**src/rtl/rr_issue_arbiter.sv**
```systemverilog
// Round-robin issue arbiter: one FU issue port shared by N_REQ RS entries, registered grant
// with valid/stall handshake, optional FU occupancy and squash. Optional perf counters: ARB_PERF_CNT_EN.
module rr_issue_arbiter #(
    parameter int N_REQ    = 16,
    parameter int IDX_W    = $clog2(N_REQ),
    parameter int BUSY_CYC = 0,
    parameter int BUSY_W   = 3
) (
    input  logic              clock,
    input  logic              reset,
    input  logic              squash,
    input  logic [N_REQ-1:0]  req,
    input  logic              fu_stall,
    output logic [N_REQ-1:0]  gnt,
    output logic              gnt_valid,
    output logic [IDX_W-1:0]  gnt_idx,
    output logic [IDX_W-1:0]  ptr
`ifdef ARB_PERF_CNT_EN
    ,
    output logic [31:0]       perf_acc_cnt,
    output logic [31:0]       perf_stall_cnt
`endif
);

    // state | meaning
    // IDLE  | no grant outstanding, sampling req
    // GRANT | gnt/gnt_idx valid, held until accepted
    // BUSY  | FU occupied after an accept, no grant issued
    typedef enum logic [1:0] {IDLE, GRANT, BUSY} state_e;

    state_e             state_q, state_d;
    logic [N_REQ-1:0]   gnt_q, gnt_d;
    logic               gnt_valid_q, gnt_valid_d;
    logic [IDX_W-1:0]   gnt_idx_q, gnt_idx_d;
    logic [IDX_W-1:0]   ptr_q, ptr_d;
    logic [BUSY_W-1:0]  cnt_q, cnt_d;

    logic               accept;
    logic [IDX_W-1:0]   ptr_acc;
    logic [IDX_W-1:0]   ptr_sel;
    logic [N_REQ-1:0]   cand;
    logic [N_REQ-1:0]   mask;
    logic [N_REQ-1:0]   cand_hi;
    logic [N_REQ-1:0]   win_src;
    logic [IDX_W-1:0]   win_idx;
    logic [N_REQ-1:0]   win_oh;

    assign accept  = gnt_valid_q & ~fu_stall;
    assign ptr_acc = gnt_idx_q - IDX_W'(1);

    // A back-to-back pick in GRANT must already see the pointer the accept is moving to.
    assign ptr_sel = (state_q == GRANT) ? ptr_acc : ptr_q;

    always_comb begin
        cand = '0;
        case (state_q)
            IDLE:    cand = req;
            GRANT:   cand = req & ~gnt_q;
            default: cand = '0;
        endcase
    end

    always_comb begin
        mask    = '0;
        win_idx = '0;
        for (int i = 0; i < N_REQ; i++) begin
            mask[i] = (IDX_W'(i) <= ptr_sel);
        end
        cand_hi = cand & mask;
        win_src = (|cand_hi) ? cand_hi : cand;
        for (int i = 0; i < N_REQ; i++) begin
            if (win_src[i]) win_idx = IDX_W'(i);
        end
        win_oh = {{(N_REQ-1){1'b0}}, 1'b1} << win_idx;
    end

    always_comb begin
        state_d     = state_q;
        gnt_d       = gnt_q;
        gnt_valid_d = gnt_valid_q;
        gnt_idx_d   = gnt_idx_q;
        ptr_d       = ptr_q;
        cnt_d       = cnt_q;
        case (state_q)
            IDLE: begin
                if (|cand) begin
                    gnt_d       = win_oh;
                    gnt_idx_d   = win_idx;
                    gnt_valid_d = 1'b1;
                    state_d     = GRANT;
                end
            end
            GRANT: begin
                if (accept) begin
                    ptr_d       = ptr_acc;
                    gnt_d       = '0;
                    gnt_idx_d   = '0;
                    gnt_valid_d = 1'b0;
                    if (BUSY_CYC == 0) begin
                        if (|cand) begin
                            gnt_d       = win_oh;
                            gnt_idx_d   = win_idx;
                            gnt_valid_d = 1'b1;
                        end else begin
                            state_d = IDLE;
                        end
                    end else begin
                        cnt_d   = BUSY_W'(BUSY_CYC);
                        state_d = BUSY;
                    end
                end
            end
            BUSY: begin
                cnt_d = cnt_q - BUSY_W'(1);
                if (cnt_q <= BUSY_W'(1)) begin
                    cnt_d   = '0;
                    state_d = IDLE;
                end
            end
            default: state_d = IDLE;
        endcase
        // Squash beats a same-cycle accept, so the pointer is left where it was.
        if (squash) begin
            state_d     = IDLE;
            gnt_d       = '0;
            gnt_valid_d = 1'b0;
            gnt_idx_d   = '0;
            cnt_d       = '0;
            ptr_d       = ptr_q;
        end
    end

    always_ff @(posedge clock) begin
        if (reset) begin
            state_q     <= IDLE;
            gnt_q       <= '0;
            gnt_valid_q <= 1'b0;
            gnt_idx_q   <= '0;
            ptr_q       <= IDX_W'(N_REQ - 1);
            cnt_q       <= '0;
        end else begin
            state_q     <= state_d;
            gnt_q       <= gnt_d;
            gnt_valid_q <= gnt_valid_d;
            gnt_idx_q   <= gnt_idx_d;
            ptr_q       <= ptr_d;
            cnt_q       <= cnt_d;
        end
    end

    assign gnt       = gnt_q;
    assign gnt_valid = gnt_valid_q;
    assign gnt_idx   = gnt_idx_q;
    assign ptr       = ptr_q;

`ifdef ARB_PERF_CNT_EN
    logic [31:0] acc_cnt_q, acc_cnt_d;
    logic [31:0] stall_cnt_q, stall_cnt_d;

    always_comb begin
        acc_cnt_d   = acc_cnt_q;
        stall_cnt_d = stall_cnt_q;
        if (accept) acc_cnt_d = acc_cnt_q + 32'd1;
        if (gnt_valid_q & fu_stall) stall_cnt_d = stall_cnt_q + 32'd1;
    end

    always_ff @(posedge clock) begin
        if (reset) begin
            acc_cnt_q   <= '0;
            stall_cnt_q <= '0;
        end else begin
            acc_cnt_q   <= acc_cnt_d;
            stall_cnt_q <= stall_cnt_d;
        end
    end

    assign perf_acc_cnt   = acc_cnt_q;
    assign perf_stall_cnt = stall_cnt_q;
`endif

endmodule
```
**config.mk**
```make
export PLATFORM = sky130hd
export DESIGN_NAME = rr_issue_arbiter
export DESIGN_NICKNAME = d
export VERILOG_FILES = /design/src/rtl/rr_issue_arbiter.sv
export SDC_FILE = /design/constraint.sdc
export NUM_CORES = 1
export LEC_CHECK = 0
export CORE_AREA = 2 2 71 73
export DETAILED_ROUTE_END_ITERATION = 7
export DIE_AREA = 0 0 73 75
export MAX_ROUTING_LAYER = met4
export PLACE_DENSITY = 0.84
export SKIP_CTS_REPAIR_TIMING = 1
export SYNTH_ARGS = -nofsm -noshare
export SYNTH_HDL_FRONTEND = slang
export SYNTH_SLANG_ARGS = --single-unit
```
**constraint.sdc**
```tcl
create_clock -name clock -period 4.1 [get_ports clock]
set_input_delay 0.82 -clock clock [delete_from_list [all_inputs] [get_ports clock]]
set_output_delay 0.82 -clock clock [all_outputs]
set_load 0.02 [all_outputs]
```
==> impl_metrics.csv <==
group,metric,value,unit
detailed_routing,drt_iter0_drc,268,
pwr,power.internal,0.441,mW
pwr,combPwrFrac,39.5,%
place,io_buffer_count,44,
global_routing,grt_pass1_wl,12200,µm
floorplanning,initial_utilization,48.3,%
detailed_routing,detail-route-antenna-nets,0,
pwr,clockPowerShare,20.8,%
yosys,synth_xor_area_share,0.722,%
final_layout,drive_gt1_share,13.5,%
detailed_routing,wl_per_cell,18.8,µm
yosys,synth_top_area_cell,"dfxtp_1",
timing,holdWs,0.486,ns
place,place_ws,-0.00831,ns
pwr,p_leak,1.05,nW
yosys,netlist.area_leader.share,23.1,%
floorplanning,die-area,0.00548,mm²
pwr,pwr-share-seq,39.7,%
timing,timing.final.crit_share,94.7,%
timing,fmax,257,MHz
timing,slew_headroom,60.8,%
place,place_area,0.00285,mm²
timing,worst_slew_pin_slew,0.580,ns
setup_path,crit_required,4.28,ns
yosys,ys_warn_count,0,
clock_network,cts_buffers,3,
yosys,synthArstFlopShare,0,%
global_routing,overflow,0,
timing,finalWorstSetupSlack,0.215,ns
yosys,yosysSeqAreaShare,23.1,%
setup_path,critPathKind,"input pin to flip-flop",
timing,finalHoldViolCount,0,
run_status,outcome,"completed",
pwr,netSwitchingFraction,35.4,%
clock_network,ctsHtreeMaxLevel,1,
yosys,syn_area_per_cell,7.69,µm²
global_routing,antenna_found_initial,0,
yosys,synthSimpleGateAreaFrac,29.5,%
setup_path,end_kind,"flip-flop",
clock_network,clock_sinks,26,
yosys,synthMuxAreaShare,1.39,%
pwr,peakVddDrop,0.165,mV
timing,clock-skew-final,0.00559,ns
floorplanning,die_h,75,µm
clock_network,clock_latency,0.27,ns
global_routing,grt_max_degree,20,
floorplanning,die_w,73,µm
yosys,synth_edf_count,0,
pwr,p_total,0.682,mW
detailed_routing,dr.pass1.iters,5,
floorplanning,num_io_pins,45,
detailed_routing,routed_via_density,6.53,
final_layout,antenna_cells,0,
final_layout,nets,371,
final_layout,fin_area,0.00289,mm²
yosys,synthTopCellsByArea,"dfxtp_1 (23%), nand2_1 (5.7%), o31ai_1 (5.0%), nand2b_1 (4.2%), nor2_1 (4.0%)",
timing,timing.setup.tns,0,ns
place,hpwl,5960,µm
timing,slew_viol_final,0,
setup_path,arrival,4.06,ns
clock_network,cts_root_buf,"clkbuf_8",
yosys,synth_fp_nets,315,
yosys,syn-cell-area,0.00225,mm²
final_layout,syn2layout_area_growth,28.3,%
yosys,synth_top_family_by_area,"compound AO/OA/AOI/OAI gates",
clock_network,cts_tree,"built",
timing,min_period,3.88,ns
global_routing,grt.total_usage,29.6,%
yosys,synth_cells,293,
yosys,synth-seq-cells,26,
clock_network,cts.clk_slew.worst_paths,0.08,ns
setup_path,crit_fanout,11,
pwr,power_density,236,mW/mm²
floorplanning,fp-row-count,25,
setup_path,critical_path.startpoint_type,"input pin",
detailed_routing,drc,0,
worst_hold_path,hold_path.class,"flip-flop to flip-flop",
yosys,synth_fa_ha_area_share,1.11,%
global_routing,grt_pass1_vias,2382,
detailed_routing,wl,7540,µm
place,gp_congestion,0.983,
yosys,yosys.cell_types.count,67,
pwr,switchingPower,0.241,mW
job,maxCapViolCount,0,
detailed_routing,vias,2620,
timing,rsz0062_at_grt,"no",
floorplanning,placeableCoreArea,0.00466,mm²
yosys,synth_compound_area_share,39.2,%
clock_network,cts_buffer_depth,2,
timing,setup_violations,0,
yosys,synthFlopType,"dfxtp_1",
worst max-delay path, stage by stage:
cell	delay, ns
clkdlybuf4s50_1	0.46
a21bo_2	0.26
a311o_2	0.34
o2111ai_1	0.13
o31a_1	0.30
nor4_1	0.09
buf_4	0.20
a22o_1	0.28
nor4b_1	0.58
o22ai_1	0.18
buf_4	0.20
o31ai_1	0.24
cells in the final DEF, fill, tap and decap left out, types with 5 or more instances in the layout:
cell / netlist / final
clkdlybuf4s50_1: 0 / 44
nand2_1: 34 / 34
dfxtp_1: 26 / 26
nor2_1: 24 / 24
buf_4: 1 / 22
nand2b_1: 15 / 15
o21ai_0: 15 / 15
o31ai_1: 15 / 15
a21oi_1: 13 / 13
inv_1: 8 / 8
a21boi_0: 7 / 7
a211o_1: 7 / 7
and2_1: 6 / 6
nand3_1: 6 / 6
o221ai_1: 5 / 5
nor3_1: 6 / 5
a211oi_1: 5 / 5
a22o_1: 5 / 5
synthesized netlist by cell type, types with 4 or more instances:
| library cell | n |
|---|---|
| and2_1 | 6 |
| o31ai_1 | 15 |
| o221ai_1 | 5 |
| a211o_1 | 7 |
| a21oi_1 | 13 |
| nand2b_1 | 15 |
| a211oi_1 | 5 |
| a31oi_1 | 4 |
| buf_2 | 5 |
| nand2_1 | 34 |
| nor2_1 | 24 |
| nor4_1 | 4 |
| nor3_1 | 6 |
| clkbuf_1 | 5 |
| a21bo_2 | 4 |
| a22o_1 | 5 |
| nand3_1 | 6 |
| dfxtp_1 | 26 |
| a21boi_0 | 7 |
| inv_1 | 8 |
| o22ai_1 | 4 |
| o21ai_0 | 15 |
registers in the layout, summed over array words and instances, names as in the netlist:
register / cells
gnt: 16
gnt_idx: 4
ptr: 4
gnt_valid: 1
state_q: 1
kinds of logic after synthesis:
family	after synthesis
AO/OA/AOI/OAI	117
XOR/XNOR	1
adder cells (fa/ha/maj)	2
buffers and inverters	23
flip-flops	26
multiplexers	3
AND/OR/NAND/NOR	121
cell type report:
| cell class | count | area (µm²) |
|---|---|---|
| Timing Repair Buffer | 66 | 606 |
| Inverter | 8 | 30.0 |
| Clock buffer | 3 | 41.3 |
| Sequential cell | 26 | 520 |
| Multi-Input combinational cell | 244 | 1630 |
| Fill cell | 424 | 1770 |
| Tap cell | 54 | 67.6 |
per-layer routing:
| metal | GRT usage, % | share of wire, % |
|---|---|---|
| met5 | - | 0 |
| met4 | 8.23 | 1.5 |
| met3 | 2.81 | 7.1 |
| met2 | 44.7 | 46 |
| met1 | 42.1 | 46 |
power by group through the flow:
stage                     Combinational [mW]  Clock [mW]  Sequential (mW)
after floorplan                        0.156           0            0.282
after global placement                 0.263           0            0.276
after detailed placement               0.263           0            0.276
after CTS                              0.265       0.143            0.270
after global routing                   0.291       0.153            0.272
final                                  0.270       0.142            0.271
path summary, 6_finish.rpt:
| kind | from | endpoint | slack (ns) | cells past startpoint |
|---|---|---|---|---|
| worst min register to register | gnt[4]$_SDFFE_PP0P_ | gnt[4]$_SDFFE_PP0P_ | 0.49 | 2 |
| worst min-delay path | gnt[4]$_SDFFE_PP0P_ | gnt[4]$_SDFFE_PP0P_ | 0.49 | 2 |
| worst max-delay path | req[10] | gnt[0]$_SDFFE_PP0P_ | 0.22 | 12 |
| worst max register to register | gnt_idx[0]$_SDFFE_PP0P_ | gnt[0]$_SDFFE_PP0P_ | 0.23 | 12 |
per-stage QoR:
stage / utilization [%] / std cells
after floorplan: - / 293
final: 62.0 / 401
after global placement: 61.2 / 398
after global routing: 62.0 / 401
after CTS: 62.0 / 401
after detailed placement: 61.2 / 398
Power figures use the tool's default switching activity.
